## config.mk

```make
export PLATFORM = sky130hd
export DESIGN_NAME = uart_rx_cfg
export DESIGN_NICKNAME = d
export VERILOG_FILES = /design/src/rtl/uart_pkg.sv /design/src/rtl/uart_rx_sampler.sv /design/src/rtl/uart_rx_cfg.sv
export SDC_FILE = /design/constraint.sdc
export NUM_CORES = 1
export LEC_CHECK = 0
export ABC_AREA = 1
export CAP_MARGIN = 0
export CELL_PAD_IN_SITES_DETAIL_PLACEMENT = 1
export CELL_PAD_IN_SITES_GLOBAL_PLACEMENT = 1
export CORE_MARGIN = 4
export CORE_UTILIZATION = 42
export DETAILED_ROUTE_END_ITERATION = 10
export HOLD_SLACK_MARGIN = 0.02
export PLACE_DENSITY_LB_ADDON = 0.1
export SYNTH_ARGS = -nofsm -noshare
export SYNTH_HDL_FRONTEND = slang
export SYNTH_SLANG_ARGS = --single-unit
```

## constraint.sdc

```tcl
create_clock -name Clk -period 1.65 [get_ports Clk]
set_clock_uncertainty 0.05 [all_clocks]
set_input_delay 0.4125 -clock Clk [delete_from_list [all_inputs] [get_ports Clk]]
set_output_delay 0.4125 -clock Clk [all_outputs]
set_load 0.01 [all_outputs]
```

## src/rtl/uart_pkg.sv

```systemverilog
// Shared types and constants for the configurable UART receiver.
package uart_pkg;

    // Receiver frame states
    typedef enum logic [2:0] {
        ST_IDLE   = 3'd0,
        ST_START  = 3'd1,
        ST_DATA   = 3'd2,
        ST_PARITY = 3'd3,
        ST_STOP1  = 3'd4,
        ST_STOP2  = 3'd5
    } uart_rx_state_t;

    // ParityMode encodings; 2'd3 is reserved and behaves as PAR_NONE
    localparam logic [1:0] PAR_NONE = 2'd0;
    localparam logic [1:0] PAR_EVEN = 2'd1;
    localparam logic [1:0] PAR_ODD  = 2'd2;

    // StopBits encodings
    localparam logic STOP_1 = 1'b0;
    localparam logic STOP_2 = 1'b1;

endpackage

```

## src/rtl/uart_rx_sampler.sv

```systemverilog
// RX input conditioning: 2-flop synchroniser, falling-edge detect and the
// bit value used at the mid-bit decision point.
// Build option: UART_RX_MAJORITY_EN selects a 2-of-3 majority sample.
module uart_rx_sampler (
    input  logic Clk,
    input  logic Rst,
    input  logic RX,
    output logic rx_s,
    output logic fall_edge,
    output logic sample_bit
);

    logic [1:0] sync_q;
    logic       prev_q;

    // Synchronise the pad and remember the previous synchronised level
    always_ff @(posedge Clk or posedge Rst) begin
        if (Rst) begin
            sync_q <= 2'b11;
            prev_q <= 1'b1;
        end else begin
            sync_q <= {sync_q[0], RX};
            prev_q <= sync_q[1];
        end
    end

    assign rx_s      = sync_q[1];
    assign fall_edge = prev_q & ~rx_s;

`ifdef UART_RX_MAJORITY_EN
    logic [1:0] maj_q;

    // Two delayed taps; together with rx_s they span three consecutive cycles
    always_ff @(posedge Clk or posedge Rst) begin
        if (Rst) begin
            maj_q <= 2'b11;
        end else begin
            maj_q <= {maj_q[0], rx_s};
        end
    end

    assign sample_bit = (maj_q[1] & maj_q[0]) | (maj_q[1] & rx_s) | (maj_q[0] & rx_s);
`else
    assign sample_bit = rx_s;
`endif

endmodule

```

## src/rtl/uart_rx_cfg.sv

```systemverilog
// Configurable UART receiver: frame FSM, bit/data counters and a one-entry
// valid/ready output buffer with overrun detection.
// Build option: UART_RX_MAJORITY_EN moves the bit decision to OVS/2 and uses
// a 2-of-3 majority sample (one extra cycle of latency).
module uart_rx_cfg
    import uart_pkg::*;
#(
    parameter int DATA_BITS = 8,
    parameter int OVS       = 16
) (
    input  logic                 Clk,
    input  logic                 Rst,
    input  logic                 Clear,
    input  logic                 RX,
    input  logic [1:0]           ParityMode,
    input  logic                 StopBits,
    output logic [DATA_BITS-1:0] OutData,
    output logic                 OutValid,
    input  logic                 OutReady,
    output logic                 ParityErr,
    output logic                 FrameErr,
    output logic                 Overrun
);

    localparam int CW = $clog2(OVS);
    localparam int DW = $clog2(DATA_BITS + 1);
    localparam logic [CW-1:0] BIT_LAST  = CW'(OVS - 1);
`ifdef UART_RX_MAJORITY_EN
    localparam logic [CW-1:0] SAMPLE_PT = CW'(OVS / 2);
`else
    localparam logic [CW-1:0] SAMPLE_PT = CW'(OVS / 2 - 1);
`endif
    localparam logic [DW-1:0] DATA_LAST = DW'(DATA_BITS - 1);

    logic rx_s, fall_edge, sample_bit;

    uart_rx_sampler u_sampler (
        .Clk        (Clk),
        .Rst        (Rst),
        .RX         (RX),
        .rx_s       (rx_s),
        .fall_edge  (fall_edge),
        .sample_bit (sample_bit)
    );

    uart_rx_state_t       state_q, state_d;
    logic [CW-1:0]        bit_cnt_q, bit_cnt_d;
    logic [DW-1:0]        data_cnt_q, data_cnt_d;
    logic [DATA_BITS-1:0] shreg_q, shreg_d;
    logic                 perr_q, perr_d, ferr_q, ferr_d;
    logic [1:0]           par_q, par_d;
    logic                 stop2_q, stop2_d;
    logic [DATA_BITS-1:0] obuf_q, obuf_d;
    logic                 oval_q, oval_d, operr_q, operr_d, oferr_q, oferr_d;
    logic                 ovr_q, ovr_d;
    logic                 push, push_ferr, at_mid, at_end, par_en;

    assign at_mid = (bit_cnt_q == SAMPLE_PT);
    assign at_end = (bit_cnt_q == BIT_LAST);
    assign par_en = (par_q == PAR_EVEN) || (par_q == PAR_ODD);

    // Frame FSM: counters, shift register, error accumulation and push request
    always_comb begin
        state_d    = state_q;
        bit_cnt_d  = bit_cnt_q;
        data_cnt_d = data_cnt_q;
        shreg_d    = shreg_q;
        perr_d     = perr_q;
        ferr_d     = ferr_q;
        par_d      = par_q;
        stop2_d    = stop2_q;
        push       = 1'b0;
        push_ferr  = ferr_q;

        if (state_q != ST_IDLE) begin
            bit_cnt_d = at_end ? '0 : bit_cnt_q + 1'b1;
        end

        case (state_q)
            ST_IDLE: begin
                bit_cnt_d = '0;
                if (fall_edge && !rx_s) begin
                    state_d    = ST_START;
                    par_d      = ParityMode;
                    stop2_d    = StopBits;
                    data_cnt_d = '0;
                    perr_d     = 1'b0;
                    ferr_d     = 1'b0;
                end
            end
            ST_START: begin
                if (at_mid && sample_bit) begin
                    // Line back high at mid-start: a glitch, not a frame
                    state_d   = ST_IDLE;
                    bit_cnt_d = '0;
                end else if (at_end) begin
                    state_d = ST_DATA;
                end
            end
            ST_DATA: begin
                if (at_mid) begin
                    shreg_d = {sample_bit, shreg_q[DATA_BITS-1:1]};
                end
                if (at_end) begin
                    if (data_cnt_q == DATA_LAST) begin
                        data_cnt_d = '0;
                        state_d    = par_en ? ST_PARITY : ST_STOP1;
                    end else begin
                        data_cnt_d = data_cnt_q + 1'b1;
                    end
                end
            end
            ST_PARITY: begin
                if (at_mid) begin
                    perr_d = (par_q == PAR_ODD) ? ~(^shreg_q ^ sample_bit)
                                                :  (^shreg_q ^ sample_bit);
                end
                if (at_end) begin
                    state_d = ST_STOP1;
                end
            end
            ST_STOP1: begin
                if (at_mid) begin
                    ferr_d = ferr_q | ~sample_bit;
                    if (stop2_q == STOP_1) begin
                        push      = 1'b1;
                        push_ferr = ferr_q | ~sample_bit;
                        state_d   = ST_IDLE;
                        bit_cnt_d = '0;
                    end
                end else if (at_end) begin
                    state_d = ST_STOP2;
                end
            end
            ST_STOP2: begin
                if (at_mid) begin
                    ferr_d    = ferr_q | ~sample_bit;
                    push      = 1'b1;
                    push_ferr = ferr_q | ~sample_bit;
                    state_d   = ST_IDLE;
                    bit_cnt_d = '0;
                end
            end
            default: begin
                state_d   = ST_IDLE;
                bit_cnt_d = '0;
            end
        endcase

        if (Clear) begin
            state_d    = ST_IDLE;
            bit_cnt_d  = '0;
            data_cnt_d = '0;
            push       = 1'b0;
        end
    end

    // One-entry output buffer: load, replace-on-accept, overrun drop, pop
    always_comb begin
        obuf_d  = obuf_q;
        oval_d  = oval_q;
        operr_d = operr_q;
        oferr_d = oferr_q;
        ovr_d   = 1'b0;

        if (push) begin
            if (!oval_q || OutReady) begin
                obuf_d  = shreg_q;
                oval_d  = 1'b1;
                operr_d = perr_q;
                oferr_d = push_ferr;
            end else begin
                ovr_d = 1'b1;
            end
        end else if (oval_q && OutReady) begin
            oval_d  = 1'b0;
            operr_d = 1'b0;
            oferr_d = 1'b0;
        end

        if (Clear) begin
            oval_d  = 1'b0;
            operr_d = 1'b0;
            oferr_d = 1'b0;
            ovr_d   = 1'b0;
        end
    end

    // State registers
    always_ff @(posedge Clk or posedge Rst) begin
        if (Rst) begin
            state_q    <= ST_IDLE;
            bit_cnt_q  <= '0;
            data_cnt_q <= '0;
            shreg_q    <= '0;
            perr_q     <= 1'b0;
            ferr_q     <= 1'b0;
            par_q      <= PAR_NONE;
            stop2_q    <= STOP_1;
            obuf_q     <= '0;
            oval_q     <= 1'b0;
            operr_q    <= 1'b0;
            oferr_q    <= 1'b0;
            ovr_q      <= 1'b0;
        end else begin
            state_q    <= state_d;
            bit_cnt_q  <= bit_cnt_d;
            data_cnt_q <= data_cnt_d;
            shreg_q    <= shreg_d;
            perr_q     <= perr_d;
            ferr_q     <= ferr_d;
            par_q      <= par_d;
            stop2_q    <= stop2_d;
            obuf_q     <= obuf_d;
            oval_q     <= oval_d;
            operr_q    <= operr_d;
            oferr_q    <= oferr_d;
            ovr_q      <= ovr_d;
        end
    end

    assign OutData   = obuf_q;
    assign OutValid  = oval_q;
    assign ParityErr = operr_q;
    assign FrameErr  = oferr_q;
    assign Overrun   = ovr_q;

endmodule

```

# After elaboration in Yosys (flattened, before gate mapping)
# Cells that the tools add are included.
classes:
  eq_ne: 21
  n_addsub: 2
  mux: 53
  n_mul: 0
  n_bitwise: 5
  div: 0
  n_shift: 0
  reduce_logical: 24
  n_lt_le_gt_ge: 0
op_table:
  columns: ["cell", "count"]
  rows:
  - ["$mux 4", 11]
  - ["$mux 3", 12]
  - ["$mux 1", 23]
  - ["$pmux 3 s6", 1]
  - ["$pmux 4 s4", 1]
  - ["$ne 3x3->1 const B", 5]
  - ["$ne 4x4->1 const B", 3]
  - ["$reduce_and 2->1", 5]
  - ["$reduce_bool 3->1", 3]
  - ["$add 4x1->4 const B", 2]
  - ["$eq 4x3->1 const B", 2]
  - ["$pmux 1 s2", 4]
  - ["$pmux 4 s2", 1]
  - ["$reduce_and 8->1", 1]
  - ["$reduce_xor 8->1", 1]
  - ["$eq 3x2->1 const B", 2]
  - ["$eq 3x3->1 const B", 2]
  - ["$reduce_and 3->1", 2]
  - ["$eq 4x4->1 const B", 1]
  - ["$ne 2x2->1 const B", 2]
  - ["$reduce_bool 2->1", 2]
  - ["$reduce_or 2->1", 2]
  - ["$eq 3x1->1 const B", 1]
  - ["$logic_and 1x1->1", 3]
  - ["other kinds (10)", 13]
word_totals:
  memories: 0
  reg_bits: 39
  mem_bits_rw: 0
  out_inout_bits: 12
  rom_bits: 0
  inputBits: 8
  latchBits: 0

# Depth between registers and ports, before layout
# Gate-level depths: netlist (run 1).
logic_depth:
  depth_word: 8
  mapped_depth: 12
  depth_no_buf: 12

# Hierarchy
# From an unflattened synthesis (run 1), not the netlist that was laid out.
hier_totals:
  hier_cells: 270
  hier_area_um2: 2120.8
modules_own_cells:
  columns: ["module", "area_per_inst_um2", "instances", "cells_each", "seq_area_each_um2"]
  rows:
  - ["uart_rx_cfg", 2020.7, 1, 263, 900.9]
  - ["uart_rx_sampler", 100.1, 1, 7, 78.8]

# Worst setup path before layout (run 1)
# OpenSTA, ideal clock, no wires.
synth_timing:
  path_type: "reg-to-reg"
  from: "reg bit_cnt_q[0]"
  to: "reg obuf_q[3] (netlist: OutData[3])"
  n_path_buf: 1
  path_slack_ns: 0.122
  stages_incl_launch_ff: 10
  arrival_ns: 1.361
  synth_period_minus_slack_ns: 1.528
  path_cell_list: "dfrtp_1 -> ha_1 -> nand2_1 -> nor2_4 -> nand4_2 -> nor2_2 -> inv_2 -> buf_6 -> nand2_1 -> o21ai_2"
synth_between:
  elab_chain_len: 5
  elab_cells_between_ends: 6
synth_lines:
  columns: ["item", "line", "text"]
  rows:
  - ["start, declared", "uart_rx_cfg.sv:47", "logic [CW-1:0] bit_cnt_q, bit_cnt_d;"]
  - ["start signal, assigned", "uart_rx_cfg.sv:207", "bit_cnt_q <= bit_cnt_d;"]
  - ["$eq 4x3->1 *", "uart_rx_cfg.sv:58", "assign at_mid = (bit_cnt_q == SAMPLE_PT);"]
  - ["$mux 1, on equally long branches", "uart_rx_cfg.sv:136, uart_rx_cfg.sv:123", null]
  - ["$pmux 1 s2 *", "uart_rx_cfg.sv:79", "case (state_q)"]
  - ["$mux 1 *", "uart_rx_cfg.sv:150", "if (Clear) begin"]
  - ["$reduce_and 2->1 (no line) *", null, null]
  - ["end signal, assigned", "uart_rx_cfg.sv:214", "obuf_q <= obuf_d;"]
  - ["end, declared", "uart_rx_cfg.sv:53", "logic [DATA_BITS-1:0] obuf_q, obuf_d;"]
# Mark *: on every way between the ends. The rest lies on a longest branch, timed or not.
# A chain may end at the register's enable or synchronous reset.

# Worst setup path after layout (run 1)
layout_timing:
  from: "in Clear"
  to: "reg data_cnt_q[0]"
layout_between:
  elab_chain_len: 2
  elab_cells_between_ends: 5
layout_lines:
  columns: ["item", "line", "text"]
  rows:
  - ["start, declared", "uart_rx_cfg.sv:13", "input logic Clear,"]
  - ["$ne 3x3->1 (no line) / $reduce_bool 3->1 (equally long branches)", null, null]
  - ["$reduce_and 3->1 (no line)", null, null]
  - ["end signal, assigned", "uart_rx_cfg.sv:208", "data_cnt_q <= data_cnt_d;"]
  - ["end, declared", "uart_rx_cfg.sv:48", "logic [DW-1:0] data_cnt_q, data_cnt_d;"]
# Several ways; a longest one is shown, not always the timed one.

==> impl_summary.md, run 1 <==
Clocking
Buffers inserted to repair hold after CTS numbered 0. The root buffer selected by CTS is sky130_fd_sc_hd__clkbuf_8. Clock-pin slew was measured on the worst setup and hold paths at 80 ps. The clock tree from TritonCTS is done. TritonCTS created 5 clock buffers. The clock latency on the worst-skew pair is 300 ps. The number of buffers on the longest clock path is 2. The tree built by TritonCTS fans out to 39 sinks. The H-tree level count is 2.

Die
Once the floorplan was initialized, standard cells occupied 44.3% of the core. After floorplanning, the core was divided into 24 placement rows. Measured along the x axis, the die boundary spans 76.7 um. In this run the standard cell core region covers 4470 um2. 20 I/O pins were placed. The die covers 5880 um2. The vertical extent of the die is 76.7 um.

Finish
From synthesis to final layout, the design area changed by 28.1%. The final layout net count is 287. The number of inserted filler cells in the final layout is 529. The share of layout cells above drive strength 1 is 24.5%. The number of inserted diodes is 0.

Global route
The number of global-route vias before repair is 1,627. The number of antenna violations at the first check in global routing is 0. Global routing used 16.4% of the available tracks across all layers. Entering global routing, the biggest net connects 40 pins. The first global-routing pass estimated 7660 um of wire. For this run the aggregate overflow at the end of global routing stands at 0.

Drt
The final wirelength is 4720 um. The highest layer used for signal routing is met4. The detail-routed net length per standard cell is 14.3 um. The post-route antenna net violation count is 0. The detail-routed via count per cell is 5.15.

For this block, wires on met1 add up to 2210 um. After detailed routing, the number of remaining DRC violations is 0. The sum of met2 wire segment lengths after detailed routing is 2210 um.

The routed via count is 1,693. The first-pass iteration count of the detailed router is 4. Wire segments on met3 add up to 183 um in the final route. The iteration-0 DRC count of the detailed router is 73.

Timing
Setup repair after global routing could not meet its margin everywhere. The count of endpoints failing hold in the final timing report came to 0. The max-slew violation count is 0. The part of the cycle the worst path needs is 97.4%. At the pin with the least slew margin, the transition time is 319 ps. The highest attainable clock frequency is 622 MHz. Setup slack closes at 42.4 ps.

The minimum clock period after layout is 1610 ps. The worst pin sits at a relative slew slack of 78.7%. The total of endpoints with negative setup slack in the final report is 0.

Placed design
Port buffering added 19 buffers. The congestion estimate from routability-driven global placement came to 0.867. The setup slack at placement is -243 ps. After legalization and detailed placement, the total HPWL measured 3320 um.

Logic synthesis
The share of synthesized area occupied by flip-flops and latches is 49.4%. The most area-hungry cell type in the Yosys netlist is sky130_fd_sc_hd__dfrtp_1. The share of the synthesized area in the top cell type is 45.5%. Yosys attributes the largest share of cell area to sky130_fd_sc_hd__dfrtp_1 (45%), sky130_fd_sc_hd__nand2_1 (12%), sky130_fd_sc_hd__inv_1 (5.3%). The number of distinct library cell variants in the gate-level netlist after synthesis is 29. A synthesized cell averages 8.40 um2. The number of standard cells after synthesis is 236.

The Yosys warning count is 0. The number of nets in the synthesized netlist is 247. Summing every instance area after synthesis gives 1980 um2. Counting flops and latches in the post-synthesis netlist gives 39.

Power
Power comes to 0.00298 W. In this run the static leakage power is 1.30 nW. Power spread over the standard cell area amounts to 1180 nW/um2.

Across the VDD grid, the largest voltage drop is 657 uV.

Worst hold path
In this run the worst hold path is classified as flip-flop to flip-flop.

Setup path
For this design, the slowest cell found on the critical path is sky130_fd_sc_hd__clkdlybuf4s50_1. The worst setup path is captured at a flip-flop. The element type at the critical path start is an input port.

The critical path is of the input port to flip-flop type. Along the worst path, the maximum fanout reaches 8. The data arrival time at the worst-slack endpoint is 1750 ps. The critical path required time is 1800 ps. The highest cell delay on the worst timing path is 510 ps.

The dominant delay contributor by cell family on the critical path is buffers and inverters. Traced cell by cell, the critical path runs through clkdlybuf4s50_1 > buf_4 > a21oi_1 > nor3_4 > o21ai_1 > o21a_1. The buffer and inverter count on the worst path is 2.

Flow run
The number of max-capacitance violations reported is 0.

Run status
The flow ran to the end, and the final reports show no timing, DRC or antenna violations.
## registers in the layout, summed over array words and instances, names as in the netlist
signal            cells
OutData               8
shreg_q               8
bit_cnt_q             4
data_cnt_q            4
state_q               3
par_q                 2
u_sampler.sync_q      2
FrameErr              1
OutValid              1
Overrun               1
ParityErr             1
ferr_q                1
perr_q                1
stop2_q               1
u_sampler.prev_q      1
## metal layers
layer,GRT usage [%],up-vias
li1,-,839
met1,21.7,816
met2,25.2,27
met3,4.45,11
met4,7.25,0
met5,0,-
## synthesized netlist by cell type, drive strengths merged
cell type / count
xor2: 1
ha: 3
nand3: 19
nand3b: 1
inv: 32
mux2: 2
nor3b: 3
nand2: 67
buf: 3
dfstp: 3
a31oi: 2
a21oi: 9
a21boi: 1
nor2: 19
nand4: 2
o21a: 1
o21ai: 26
nor3: 6
dfrtp: 36
## cells by family (layout without fill, tap and decap cells)
logic type	count (synthesis)	count (layout)	synth area share, %
compound gates	39	39	11.9
xor+xnor	1	1	0.442
fa+ha+maj	3	3	1.89
buf+inv	35	76	7.13
flops	39	39	49.4
mux	2	2	1.14
simple gates	117	117	28.0
## placed cells by master (no fill, tap or decap), drive strengths merged
cell	synthesis	routed
nor2	19	19
nor3	6	6
o21a	1	1
dfrtp	36	36
dlygate4sd2	0	7
dlymetal6s2s	0	5
ha	3	3
nand2	67	67
a21boi	1	1
buf	3	17
clkbuf	0	8
nand3b	1	1
nand4	2	2
xor2	1	1
nor3b	3	3
mux2	2	2
a21oi	9	9
dfstp	3	3
nand3	19	19
o21ai	26	26
a31oi	2	2
inv	32	32
clkdlybuf4s50	0	7
## report_power, final
part	total [W]	switching, W	internal [W]
clock	0.000718	0.000336	0.000382
sequential	0.00118	0.000114	0.00106
combinational	0.00109	0.000655	0.000434
## repair_timing
action / CTS / global route
gates resized for setup: 9 / 25
setup buffers: 0 / 5
pin swaps: 1 / 6
setup endpoints to repair: 18 / 31
## final timing paths
kind	start	end	slack, ps	cells after the start
worst max register to register	bit_cnt_q[1]	state_q[1]	80	10
worst max-delay path	Clear	data_cnt_q[0]	40	6
max in group asynchronous	Rst	u_sampler.sync_q[0]	880	3
min in group asynchronous	Rst	ParityErr	410	3
worst min register to register	u_sampler.sync_q[0]	u_sampler.sync_q[1]	310	0
worst min-delay path	u_sampler.sync_q[0]	u_sampler.sync_q[1]	310	0
## final cells by class
| type | count | area [um2] | area share [%] |
|---|---|---|---|
| Inverter | 32 | 128 | 5.03 |
| Multi-Input combinational cell | 162 | 930 | 36.6 |
| Sequential cell | 39 | 982 | 38.7 |
| Timing Repair Buffer | 36 | 334 | 13.2 |
| Tap cell | 52 | 65.1 | 2.56 |
| Clock buffer | 8 | 100 | 3.94 |
## metrics by stage
step	util, %	std cells	hold WS, ps	instance area [um2]	TNS [ps]
2_1_floorplan	-	236	295	1980	0
3_3_place_gp	51.8	316	296	2320	-2550
3_5_place_dp	51.8	316	304	2320	-3580
4_1_cts	54.0	324	315	2410	0
5_1_grt	56.7	329	317	2540	-413
6_report	56.7	329	313	2540	0
Note: power is estimated with default switching activity, not from simulation.
==> run 2: changes to the inputs <==
--- a/config.mk
+++ b/config.mk
@@ -6,6 +6,7 @@
 export NUM_CORES = 1
 export LEC_CHECK = 0
 export ABC_AREA = 1
+export ABC_CLOCK_PERIOD_IN_PS = 1650
 export CAP_MARGIN = 0
 export CELL_PAD_IN_SITES_DETAIL_PLACEMENT = 1
 export CELL_PAD_IN_SITES_GLOBAL_PLACEMENT = 1
==> results of run 2 <==
Same layout as run 1: the final DEF is identical, and so are final timing and power.
==> run 3: changes to the inputs <==
--- a/config.mk
+++ b/config.mk
@@ -6,12 +6,12 @@
 export NUM_CORES = 1
 export LEC_CHECK = 0
 export ABC_AREA = 1
-export ABC_CLOCK_PERIOD_IN_PS = 1650
+export ABC_CLOCK_PERIOD_IN_PS = 1400
 export CAP_MARGIN = 0
 export CELL_PAD_IN_SITES_DETAIL_PLACEMENT = 1
 export CELL_PAD_IN_SITES_GLOBAL_PLACEMENT = 1
 export CORE_MARGIN = 4
-export CORE_UTILIZATION = 42
+export CORE_UTILIZATION = 38
 export DETAILED_ROUTE_END_ITERATION = 10
 export HOLD_SLACK_MARGIN = 0.02
 export PLACE_DENSITY_LB_ADDON = 0.1
==> constraint.sdc (replaced) <==
create_clock -name Clk -period 1.4 [get_ports Clk]
set_clock_uncertainty 0.05 [all_clocks]
set_input_delay 0.35 -clock Clk [delete_from_list [all_inputs] [get_ports Clk]]
set_output_delay 0.35 -clock Clk [all_outputs]
set_load 0.01 [all_outputs]
==> run 3 against run 2 <==
The flow now finishes with violations (negative setup slack); sequential cell count unchanged; total power increased by 45%; via count increased by 17%; critical path type is now flip-flop to flip-flop; highest routed layer unchanged.
==> impl_summary.md, run 3 (synthesis results as in run 1) <==
Die
The die boundary width is 80.2 um (+4.6%). The number of top-level pins came to 20 (unchanged). The effective utilization at floorplan was 39.1% (-5.2 points). The standard cell core area is 5070 um2 (+13%).

The vertical extent of the die is 80.2 um (+4.6%). The total number of placement rows is 26 (+8.3%). The overall die area is 6440 um2 (+9.4%).

Timing
The slew at the pin closest to its max-slew limit is 464 ps (+145 ps). The final-layout worst hold slack is 324 ps (+11.3 ps). The highest attainable clock frequency is 575 MHz.

Setup repair after global routing could not meet its margin everywhere. The max-slew violation count was 0 (unchanged). The smallest clock period supported by the final layout is computed as 1740 ps. The count of endpoints failing hold in the final timing report was 0 (unchanged). Dividing the final minimum period by the clock period gives 124%.

The remaining max-slew budget at the tightest pin is 69.0% (-9.7 points). The total of endpoints with negative setup slack in the final report came to 36 (+36). The minimum setup slack in the final design came to -340 ps (-382 ps).

Clocking
The H-tree level count is 2 (unchanged). The number of buffers on the longest clock path is 2 (unchanged). The clock sink count was 39 (unchanged). The number of CTS-inserted buffers came to 5 (unchanged). The post-cts hold buffer count is 0 (unchanged). The clock latency on the worst-skew pair was 290 ps (about the same).

The clock slew seen by the registers of the worst setup and hold paths is 80 ps (about the same). The root buffer selected by CTS is sky130_fd_sc_hd__clkbuf_8. TritonCTS built the clock tree.

Finish
The number of cells in the finished layout apart from fillers came to 392 (+19%). The share of layout cells above drive strength 1 is 42.9% (+18 points). The final layout net count is 332 (+16%). Relative to the synthesized area, the layout overhead comes to 56.3%.

The most frequent standard cell in the layout excluding fill and tap cells is sky130_fd_sc_hd__buf_4. In the layout the commonest cells are sky130_fd_sc_hd__buf_4 (57), sky130_fd_sc_hd__nand2_1 (44), sky130_fd_sc_hd__dfrtp_1 (35), sky130_fd_sc_hd__inv_1 (26), sky130_fd_sc_hd__nand2_2 (15). The number of inserted filler cells in the final layout is 607 (+15%). The number of inserted diodes is 0 (unchanged).

Drt
The routed via count is 1,989 (+17%). The first-pass iteration count of the detailed router was 4 (unchanged). The post-route antenna net violation count is 0 (unchanged).

The routed metal-1 wirelength is 2830 um (+28%). The total length of routed met3 wires is 285 um (+56%). The detail-routed via count per cell is 5.07 (-1.4%). The iteration-0 DRC count of the detailed router is 124 (+70%). The final wirelength is 6950 um (+47%).

The detail-routed net length per standard cell was 17.7 um (+24%). The sum of met2 wire segment lengths after detailed routing is 3610 um (+63%). The number of design rule violations left after detail routing is 0 (unchanged). The highest layer touched by signal routing is met4.

Setup path
The cell depth of the worst setup path is 10 (+4). The critical path required time came to 1530 ps (-270 ps). The endpoint of the worst setup timing path is state_q[0]. The data arrival time at the worst-slack endpoint is 1870 ps (+120 ps). The biggest fanout along the worst timing path is 5 (-3).

The startpoint identified for the worst register-to-register timing path is bit_cnt_q[1]. On the critical path, the stage with the largest delay is an instance of sky130_fd_sc_hd__dfrtp_1. In this design, the largest share of critical-path delay is due to simple AND/OR/NAND/NOR gates. The buffer and inverter count on the worst path is 0 (-2).

The register-to-register setup slack is -340 ps (-420 ps). The highest cell delay on the worst timing path is 410 ps (-100 ps). The most critical setup path has its startpoint at bit_cnt_q[1]. The critical path is of the flip-flop to flip-flop type. Walking the worst path, the cells encountered are ha_4 > nand2_4 > nor2_4 > nand2_2 > nand2_4 > nor2_4 > nor2_4 > nand2_2 > nand2_1 > nand2_1. The type of destination of the critical path is a flip-flop. The element type at the critical path start is a flip-flop. By instance count, the cell type seen most on the critical path is sky130_fd_sc_hd__nor2_4. The worst reg2reg path depth is 10 (unchanged). The endpoint of the most critical register-to-register path is state_q[0].

Power
The leakage power figure is 1.49 nW (+15%). The total power draw is 0.00433 W (+45%). The areal power density over the cells is 1400 nW/um2 (+19%).

The largest voltage drop on the vdd net is 725 uV (+10%).

Worst hold path
In this run the most critical hold path is launched from u_sampler.sync_q[0]. The type of the worst min-delay path is flip-flop to flip-flop.

Global route
The largest net degree at the start of global routing is 18 (-55%). The total global routing overflow is 0 (unchanged). The number of antenna violations at the first check in global routing is 0 (unchanged). The number of global-route vias before repair was 1,917 (+18%).

The global-route wire length before repair is 9430 um (+23%). The aggregate global-route resource usage came to 19.1% (+2.7 points).

Placed design
The number of buffers added on ports is 19 (unchanged). The cell count after placement is 363 (+15%). The HPWL reported at the end of detailed placement came to 3900 um (+17%). The routability congestion estimate from global placement is 0.874 (+0.82%).

Flow run
The number of max-capacitance violations reported is 0 (unchanged).

Run status
The checks that failed: negative setup slack. The run finished, with violations left.
run 3: cell count changes in the layout (fill, tap and decap cells not counted), moves of 5 or more:
cell,previous run,this run
sky130_fd_sc_hd__nand2_4,1,7
sky130_fd_sc_hd__dlymetal6s2s_1,5,0
sky130_fd_sc_hd__nand2_2,8,15
sky130_fd_sc_hd__nand2_1,58,44
sky130_fd_sc_hd__buf_4,16,57
run 3: repair_timing:
item / in CTS / in global routing
cloned: 0 / 2
setup endpoints to repair: 45 / 43
setup buffers: 8 / 11
gates resized for setup: 45 / 33
pin swaps: 12 / 16
run 3: area by class of cell:
cell class,instances,area [um2],share of cell area [%]
Clock buffer,6,72.6,2.34
Clock inverter,2,60.1,1.94
Inverter,32,130,4.20
Multi-Input combinational cell,162,1080,34.9
Sequential cell,39,981,31.7
Tap cell,70,87.6,2.83
Timing Repair Buffer,79,667,21.5
Timing Repair inverter,2,17.5,0.565
run 3: metal layers:
layer | vias up | track usage (%)
met2 | 57 | 33.0
met5 | - | 0
met4 | 0 | 5.41
met3 | 22 | 3.70
met1 | 983 | 24.1
li1 | 927 | -
run 3: power breakdown:
part / internal, W / total (W) / switching, W
registers: 0.00125 / 0.00138 / 0.000134
clock network: 0.000713 / 0.00114 / 0.000429
logic: 0.000761 / 0.00180 / 0.00104
total: 0.00272 / 0.00433 / 0.00160
run 3: worst min-delay path by stage:
stage / slack [ps] / depth (start not counted) / end
after floorplan: 300 / 0 / u_sampler.sync_q[1]
after global placement: 300 / 0 / u_sampler.sync_q[1]
after detailed placement: 310 / 0 / u_sampler.sync_q[1]
after CTS: 320 / 0 / u_sampler.sync_q[1]
after global routing: 330 / 0 / u_sampler.sync_q[1]
final: 320 / 0 / u_sampler.sync_q[1]
run 3: worst reg2reg max path, cell delays in order, from the launching register on:
cell and delay [ps]:
sky130_fd_sc_hd__dfrtp_1 410, sky130_fd_sc_hd__ha_4 200, sky130_fd_sc_hd__nand2_4 60, sky130_fd_sc_hd__nor2_4 240
sky130_fd_sc_hd__nand2_2 120, sky130_fd_sc_hd__nand2_4 90, sky130_fd_sc_hd__nor2_4 40, sky130_fd_sc_hd__nor2_4 150
sky130_fd_sc_hd__nand2_2 90, sky130_fd_sc_hd__nand2_1 100, sky130_fd_sc_hd__nand2_1 80
run 3: through the flow:
step           utilization, %  worst slack (ps)  TNS (ps)  cell area, um2
3_5_place_dp             51.1              -485     -9500            2590
2_1_floorplan               -              -101      -546            2000
3_3_place_gp             51.1              -453     -8140            2590
4_1_cts                  57.0              -186     -3390            2890
5_1_grt                  61.0              -395     -9360            3100
6_report                 61.0              -340     -6720            3100
